[src/rtl/zigbee_cmd_tx.sv]
// Builds a one-byte robot command from the control inputs and sends it as UART 8N1 on change,
// on request, or periodically as a keep-alive.
module zigbee_cmd_tx #(
    parameter int unsigned CLKS_PER_BIT  = 5208,
    parameter int unsigned REPEAT_CYCLES = 2500000
) (
    input  logic       clk_50M,
    input  logic       rst_n,
    input  logic [1:0] mode_sel,
    input  logic [1:0] sub_mode,
    input  logic [1:0] steer,
    input  logic [1:0] drive,
    input  logic [5:0] speed_set,
    input  logic [1:0] func_sel,
    input  logic       send_now,
    output logic       txd,
    output logic       busy,
    output logic [7:0] tx_byte,
    output logic [7:0] frame_cnt
);

    localparam int unsigned BW = (CLKS_PER_BIT > 1) ? $clog2(CLKS_PER_BIT) : 1;
    localparam int unsigned RW = (REPEAT_CYCLES > 1) ? $clog2(REPEAT_CYCLES) : 1;
    localparam logic [BW-1:0] BIT_MAX = BW'(CLKS_PER_BIT - 1);
    localparam logic [RW-1:0] RPT_MAX = RW'(REPEAT_CYCLES - 1);

    typedef enum logic [1:0] {StIdle, StStart, StData, StStop} state_e;

    state_e        state_q, state_d;
    logic [BW-1:0] bit_tmr_q, bit_tmr_d;
    logic [2:0]    bit_idx_q, bit_idx_d;
    logic [7:0]    shift_q, shift_d;
    logic [7:0]    tx_byte_q, tx_byte_d;
    logic [7:0]    last_sent_q, last_sent_d;
    logic [7:0]    frame_cnt_q, frame_cnt_d;
    logic [RW-1:0] rpt_q, rpt_d;
    logic          pending_q, pending_d;

    logic [7:0] cmd;
    logic       trigger;
    logic       bit_done;

    always_comb begin
        cmd = 8'h00;
        unique case (mode_sel)
            2'b00: cmd = {2'b00, sub_mode, steer, drive};
            2'b01: cmd = {2'b01, speed_set};
            2'b10: cmd = {2'b10, 4'b0000, func_sel};
            2'b11: cmd = 8'hC0;
        endcase
    end

    assign trigger  = (cmd != last_sent_q) || send_now || (rpt_q == RPT_MAX);
    assign bit_done = (bit_tmr_q == BIT_MAX);

    always_comb begin
        state_d     = state_q;
        bit_tmr_d   = bit_tmr_q;
        bit_idx_d   = bit_idx_q;
        shift_d     = shift_q;
        tx_byte_d   = tx_byte_q;
        last_sent_d = last_sent_q;
        frame_cnt_d = frame_cnt_q;
        pending_d   = pending_q;
        rpt_d       = (rpt_q == RPT_MAX) ? rpt_q : rpt_q + RW'(1);

        if (state_q != StIdle) begin
            bit_tmr_d = bit_done ? '0 : bit_tmr_q + BW'(1);
            // Triggers during a frame collapse into a single follow-up frame.
            if (trigger) pending_d = 1'b1;
        end

        unique case (state_q)
            StIdle: begin
                if (trigger || pending_q) begin
                    state_d     = StStart;
                    bit_tmr_d   = '0;
                    bit_idx_d   = 3'd0;
                    shift_d     = cmd;
                    tx_byte_d   = cmd;
                    last_sent_d = cmd;
                    pending_d   = 1'b0;
                    rpt_d       = '0;
                end
            end
            StStart: begin
                if (bit_done) state_d = StData;
            end
            StData: begin
                if (bit_done) begin
                    shift_d   = {1'b0, shift_q[7:1]};
                    bit_idx_d = bit_idx_q + 3'd1;
                    if (bit_idx_q == 3'd7) state_d = StStop;
                end
            end
            StStop: begin
                if (bit_done) begin
                    state_d     = StIdle;
                    frame_cnt_d = frame_cnt_q + 8'd1;
                end
            end
        endcase
    end

    always_ff @(posedge clk_50M) begin
        if (!rst_n) begin
            state_q     <= StIdle;
            bit_tmr_q   <= '0;
            bit_idx_q   <= 3'd0;
            shift_q     <= 8'h00;
            tx_byte_q   <= 8'h00;
            last_sent_q <= 8'h00;
            frame_cnt_q <= 8'h00;
            rpt_q       <= '0;
            // Forces a frame right after reset even if the command happens to be 0x00.
            pending_q   <= 1'b1;
        end else begin
            state_q     <= state_d;
            bit_tmr_q   <= bit_tmr_d;
            bit_idx_q   <= bit_idx_d;
            shift_q     <= shift_d;
            tx_byte_q   <= tx_byte_d;
            last_sent_q <= last_sent_d;
            frame_cnt_q <= frame_cnt_d;
            rpt_q       <= rpt_d;
            pending_q   <= pending_d;
        end
    end

    always_comb begin
        txd = 1'b1;
        unique case (state_q)
            StStart: txd = 1'b0;
            StData:  txd = shift_q[0];
            default: txd = 1'b1;
        endcase
    end

    assign busy      = (state_q != StIdle);
    assign tx_byte   = tx_byte_q;
    assign frame_cnt = frame_cnt_q;

endmodule

[config.mk]
export PLATFORM = sky130hd
export DESIGN_NAME = zigbee_cmd_tx
export DESIGN_NICKNAME = d
export VERILOG_FILES = /design/src/rtl/zigbee_cmd_tx.sv
export SDC_FILE = /design/constraint.sdc
export NUM_CORES = 1
export LEC_CHECK = 0
export ABC_AREA = 1
export CAP_MARGIN = 20
export CORE_ASPECT_RATIO = 1.75
export CORE_UTILIZATION = 50
export CTS_CLUSTER_DIAMETER = 150
export DETAILED_ROUTE_END_ITERATION = 8
export PLACE_DENSITY = 0.74
export SLEW_MARGIN = 20
export SYNTH_ARGS = -nofsm -noshare
export SYNTH_HDL_FRONTEND = slang
export SYNTH_SLANG_ARGS = --single-unit
[constraint.sdc]
create_clock -name clk_50M -period 1.8 [get_ports clk_50M]
set_input_delay 0.36 -clock clk_50M [delete_from_list [all_inputs] [get_ports clk_50M]]
set_output_delay 0.36 -clock clk_50M [all_outputs]
set_load 0.01 [all_outputs]
# After elaboration in Yosys (flattened, before gate mapping)
# Cells that the tools add are included.
# Widths: inputs -> output; s select.
[op_classes]
n_addsub = 4
eq_ne = 15
mux = 25
n_reduce_logical = 11
[op_table]
columns = ["op", "n"]
rows = [
  ["$mux 22", 3],
  ["$mux 13", 4],
  ["$pmux 8 s4", 1],
  ["$add 22x1->22 const B", 1],
  ["$eq 22x22->1 const B", 1],
  ["$mux 8", 2],
  ["$pmux 8 s2", 1],
  ["$add 13x1->13 const B", 1],
  ["$eq 13x13->1 const B", 1],
  ["$mux 2", 5],
  ["$ne 2x2->1 const B", 5],
  ["$add 8x1->8 const B", 1],
  ["$eq 2x2->1 const B", 4],
  ["$ne 8x8->1", 1],
  ["$pmux 2 s4", 1],
  ["$mux 3", 2],
  ["$pmux 3 s2", 1],
  ["$reduce_and 5->1", 1],
  ["$eq 2x1->1 const B", 2],
  ["$logic_not 2->1", 2],
  ["$mux 1", 4],
  ["$reduce_and 2->1", 2],
  ["$reduce_bool 2->1", 2],
  ["$add 3x1->3 const B", 1],
  ["4 further kinds", 6],
]
[word_totals]
reg_bits = 65
in_bits = 19
out_inout_bits = 18
wordCells = 63

# Longest topological paths before layout
[logic_depth]
word_depth = 9
mapped_depth = 15
depth_no_buf = 14

# Worst setup path before layout
# Ideal clock, no wire load.
[synth_path]
kind = "reg2reg"
from = "register state_q[0]"
to = "register bit_tmr_q[10]"
setup_time_ns = 0.116
arrival_time_ns = 1.799
t_required_ns = 1.684
path_slack_ns = -0.116
stages_incl_launch_ff = 12
path_buffers = 0
period_less_slack_ns = 1.916
cell_sequence = "dfxtp_1 -> inv_1 -> ha_1 -> inv_1 -> nand4_1 -> nor2_1 -> nand3_1 -> nor2_1 -> nand2_1 -> nor2_1 -> xor2_1 -> nor2_2"
[synth_between]
elab_chain_len = 4
word_cells_on_any_way = 5
classes_between = "3 x mux; 2 x reduce/logical"
[synth_rtl]
columns = ["element", "line_no", "source"]
rows = [
  ["start: declaration", "29", "state_e state_q, state_d;"],
  ["start signal: assignment", "107", "state_q <= StIdle;"],
  ["start signal: assignment", "118", "state_q <= state_d;"],
  ["$reduce_bool 2->1 *", "-", ""],
  ["net busy", "17", "output logic busy,"],
  ["$mux 13 *", "67", "if (state_q != StIdle) begin"],
  ["$mux 13", "75", "if (trigger || pending_q) begin"],
  ["$mux 13 *", "73", "unique case (state_q)"],
  ["end signal: assignment", "119", "bit_tmr_q <= bit_tmr_d;"],
  ["end: declaration", "30", "logic [BW-1:0] bit_tmr_q, bit_tmr_d;"],
]
# The timed path passes the listed nets; every way through them passes the cells marked *.
# A chain may end at the register's enable or synchronous reset.

# Worst setup path in the final report
[layout_path]
from = "register rpt_q[1]"
to = "register rpt_q[9]"
[layout_between]
elab_chain_len = 5
word_cells_on_any_way = 7
classes_between = "1 x add/sub; 1 x eq/ne; 3 x mux; 2 x reduce/logical"
[layout_rtl]
columns = ["element", "line_no", "source"]
rows = [
  ["start: declaration", "36", "logic [RW-1:0] rpt_q, rpt_d;"],
  ["start signal: assignment", "125", "rpt_q <= rpt_d;"],
  ["branches (longest 4 deep; another with $add 22x1->22)", "-", ""],
  ["$mux 22 *", "73", ""],
]
# Mark *: on every way between the ends.

==> flow_summary.yaml <==
outcome:
  run_status: "complete, but fails checks"
  violations: "setup timing"
sta:
  setup_viol: 37
  setup_ws_ns: -0.0672
  max-slew-margin-rel_pct: 61.3
  hold_viol_final: 0
  slew_violations: 0
  rsz0062_at_grt: "true"
  finClkSkew_ns: 0.00532
  fmax_ghz: 0.536
  worstMarginPinSlew_ns: 0.579
  fin_crit_ns: 1.87
  fin_crit_sh_pct: 104
  finalSetupTns_ns: -1.18
synthesis:
  syn_inst: 513
  synth_most_common_cell: "nand2_1"
  synthFlopType: "dfxtp_1"
  avgSynthCellArea_um2: 6.98
  yosys.area.top_type: "dfxtp_1"
  yosys-top-cells-area: "dfxtp_1 36%, nand2_1 12%, nor2_1 10%, inv_1 5.9%, xor2_1 5.9%"
  synth_cell_type_count: 36
  async_flop_share_pct: 0
  synth-edff-count: 0
  yosysWarnings: 0
  yosys-top-cells-count: "111 x nand2_1, 96 x nor2_1, 65 x dfxtp_1"
  syn_nets: 542
  synth_top_area_share_pct: 36.4
  synth_area_mm2: 0.00358
  ys_seq_area_share_pct: 36.4
  ys_ff_latch: 65
clocking:
  clk_latency_ns: 0.33
  clockRootBuffer: "clkbuf_16"
  cts_tree: "yes"
  clockBufferDepth: 2
  ctsHoldBuffers: 0
  cts.htree.levels: 3
  clock_sinks: 65
  cts_inserted_buffers: 9
  path_clk_slew_ns: 0.05
floorplanning:
  start_util_pct: 51.8
  core_area_mm2: 0.00691
  die_w_um: 66.0
  std_cell_rows: 40
  die_area_mm2: 0.00751
  chipHeight_um: 114
  ios: 37
placement:
  dp_cells: 665
  dp_hpwl_mm: 6.33
  dp_slack_ns: -0.555
  gp_congestion: 0.903
  io_buffers: 36
global_route:
  antenna_found_initial: 0
  grt_overflow: 0
  grt_start_max_net_pins: 18
  track_usage_pct: 26.1
  grt_pass1_vias: 3548
  grt_pass1_wl_mm: 15.0
hold_path:
  worstHoldStart: "frame_cnt[7]"
  holdPathEnd: "frame_cnt[7]"
  whs_path_depth: 2
  hold_path_class: "flip-flop to flip-flop"
setup_path:
  startpoint_type: "flip-flop"
  crit_type: "flip-flop to flip-flop"
  reg2reg_to: "rpt_q[9]"
  critical_path_required_ns: 2.07
  arrival_ns: 2.14
  worst-r2r-cell-count: 15
  r2r-start: "rpt_q[1]"
  r2r_setup_slack_ns: -0.07
  cp-end-kind: "flip-flop"
  path_max_fanout: 7
drt:
  first_pass_iters: 4
  drc: 0
  wire_per_inst_um: 13.8
  routed_via_density: 5.20
  route.vias.total: 3622
  wl_mm: 9.60
  drtAntennaViolNets: 0
  dr.first_iter.drc_count: 154
cells_and_area:
  num_antenna_cells: 0
  final_nets: 637
  final_cells: 697
  syn_to_final_growth_pct: 41.2
  drive_above_1_share_pct: 26.8
  final_util_pct: 73.2
job:
  drv_cap: 0
power:
  total_power_mw: 6.36
  p_leak_nw: 2.04
  ir_worst_vdd_uv: 995
  pwr_density_cell_mw_per_mm2: 1260
## registers in the layout, indices dropped and copies added, names as in the netlist
| signal | cells |
|---|---|
| rpt_q | 22 |
| state_q | 2 |
| last_sent_q | 8 |
| shift_q | 8 |
| frame_cnt | 8 |
| pending_q | 1 |
| bit_idx_q | 3 |
| bit_tmr_q | 13 |
## what timing repair did
action	4_1_cts	5_1_grt
endpoints found under the setup margin	57	58
pin swaps	12	28
hold endpoints to repair	0	0
gates resized for setup	35	68
setup buffers	5	7
gates cloned	2	2
## final cells by class
type / count / area [um^2]
multi-input combinational: 380 / 2240
clock inverter: 6 / 57.6
clock buffer: 10 / 239
inverter: 58 / 234
fill: 527 / 1850
sequential: 65 / 1310
tap: 84 / 105
timing repair buffer: 94 / 865
## how the worst max path moves through the flow
stage | startpoint | depth (start not counted) | slack [ns] | end
CTS | state_q[0] | 5 | -0.02 | busy
global route | rpt_q[1] | 15 | -0.16 | rpt_q[17]
detailed placement | mode_sel[1] | 14 | -0.56 | rpt_q[16]
global placement | mode_sel[0] | 12 | -0.49 | rpt_q[12]
finish | rpt_q[1] | 15 | -0.07 | rpt_q[9]
floorplan | rpt_q[0] | 14 | 0.004 | shift_q[6]
## through the flow
step	cell area, um^2	hold slack (ns)
after floorplan	3580	0.456
after global placement	4310	0.449
after detailed placement	4310	0.461
after CTS	4760	0.469
after global routing	5050	0.491
final	5050	0.460
## worst max-delay path, cell delays in order (launching register included)
cell     delay (ns)
dfxtp_2        0.33
ha_4           0.16
nand2_2        0.06
inv_2          0.04
nand2_2        0.07
nor2_1         0.04
nand3_1        0.12
nand2_1        0.09
nor2_2         0.10
buf_4          0.13
nand3_4        0.06
nand2_4        0.10
buf_4          0.15
nand2_8        0.07
buf_6          0.16
nor2_2         0.10
## power by group
part / internal (mW) / switching, mW
registers: 1.69 / 0.195
logic: 1.28 / 1.47
clock network: 1.10 / 0.625
total: 4.07 / 2.29
## layer usage
metal  GRT usage (%)  up-vias  share of wire [%]
li1                -     1816                  -
met1            24.9     1707                 36
met2            50.0       72                 58
met3            5.90       27                2.4
met4            12.8        0                3.3
met5               0        -                  0
## cell families (layout without fill, tap and decap cells)
logic type,count (synthesis),in the layout,share of synthesized area [%]
flip-flops,65,65,36.4
multiplexers,1,1,0.280
AND/OR/NAND/NOR,302,303,38.4
AO/OA/AOI/OAI,35,35,5.07
XOR/XNOR,31,31,8.11
buffers and inverters,69,168,8.32
adder cells (fa/ha/maj),10,10,3.50
## cell usage in the layout (no fill, tap or decap), types with 3 or more instances in the layout
cell	synthesis	final
nand4_1	15	15
nor2_2	11	27
xor2_1	24	24
dfxtp_2	0	6
nand2_4	2	12
a21oi_1	13	12
clkdlybuf4s50_1	0	32
nand3b_1	3	3
nor3_1	16	16
nor2_4	2	4
dfxtp_1	65	58
o21ai_0	19	17
ha_4	0	3
nor2_1	96	78
buf_4	0	48
nand3_4	1	3
nand2_1	111	87
nand2_2	2	15
nand3_1	33	32
inv_1	56	50
clkinv_2	0	4
buf_6	4	7
xnor2_1	6	6
ha_1	10	6
clkbuf_16	0	10
inv_2	0	4
Note: power is estimated with default switching activity, not from simulation.
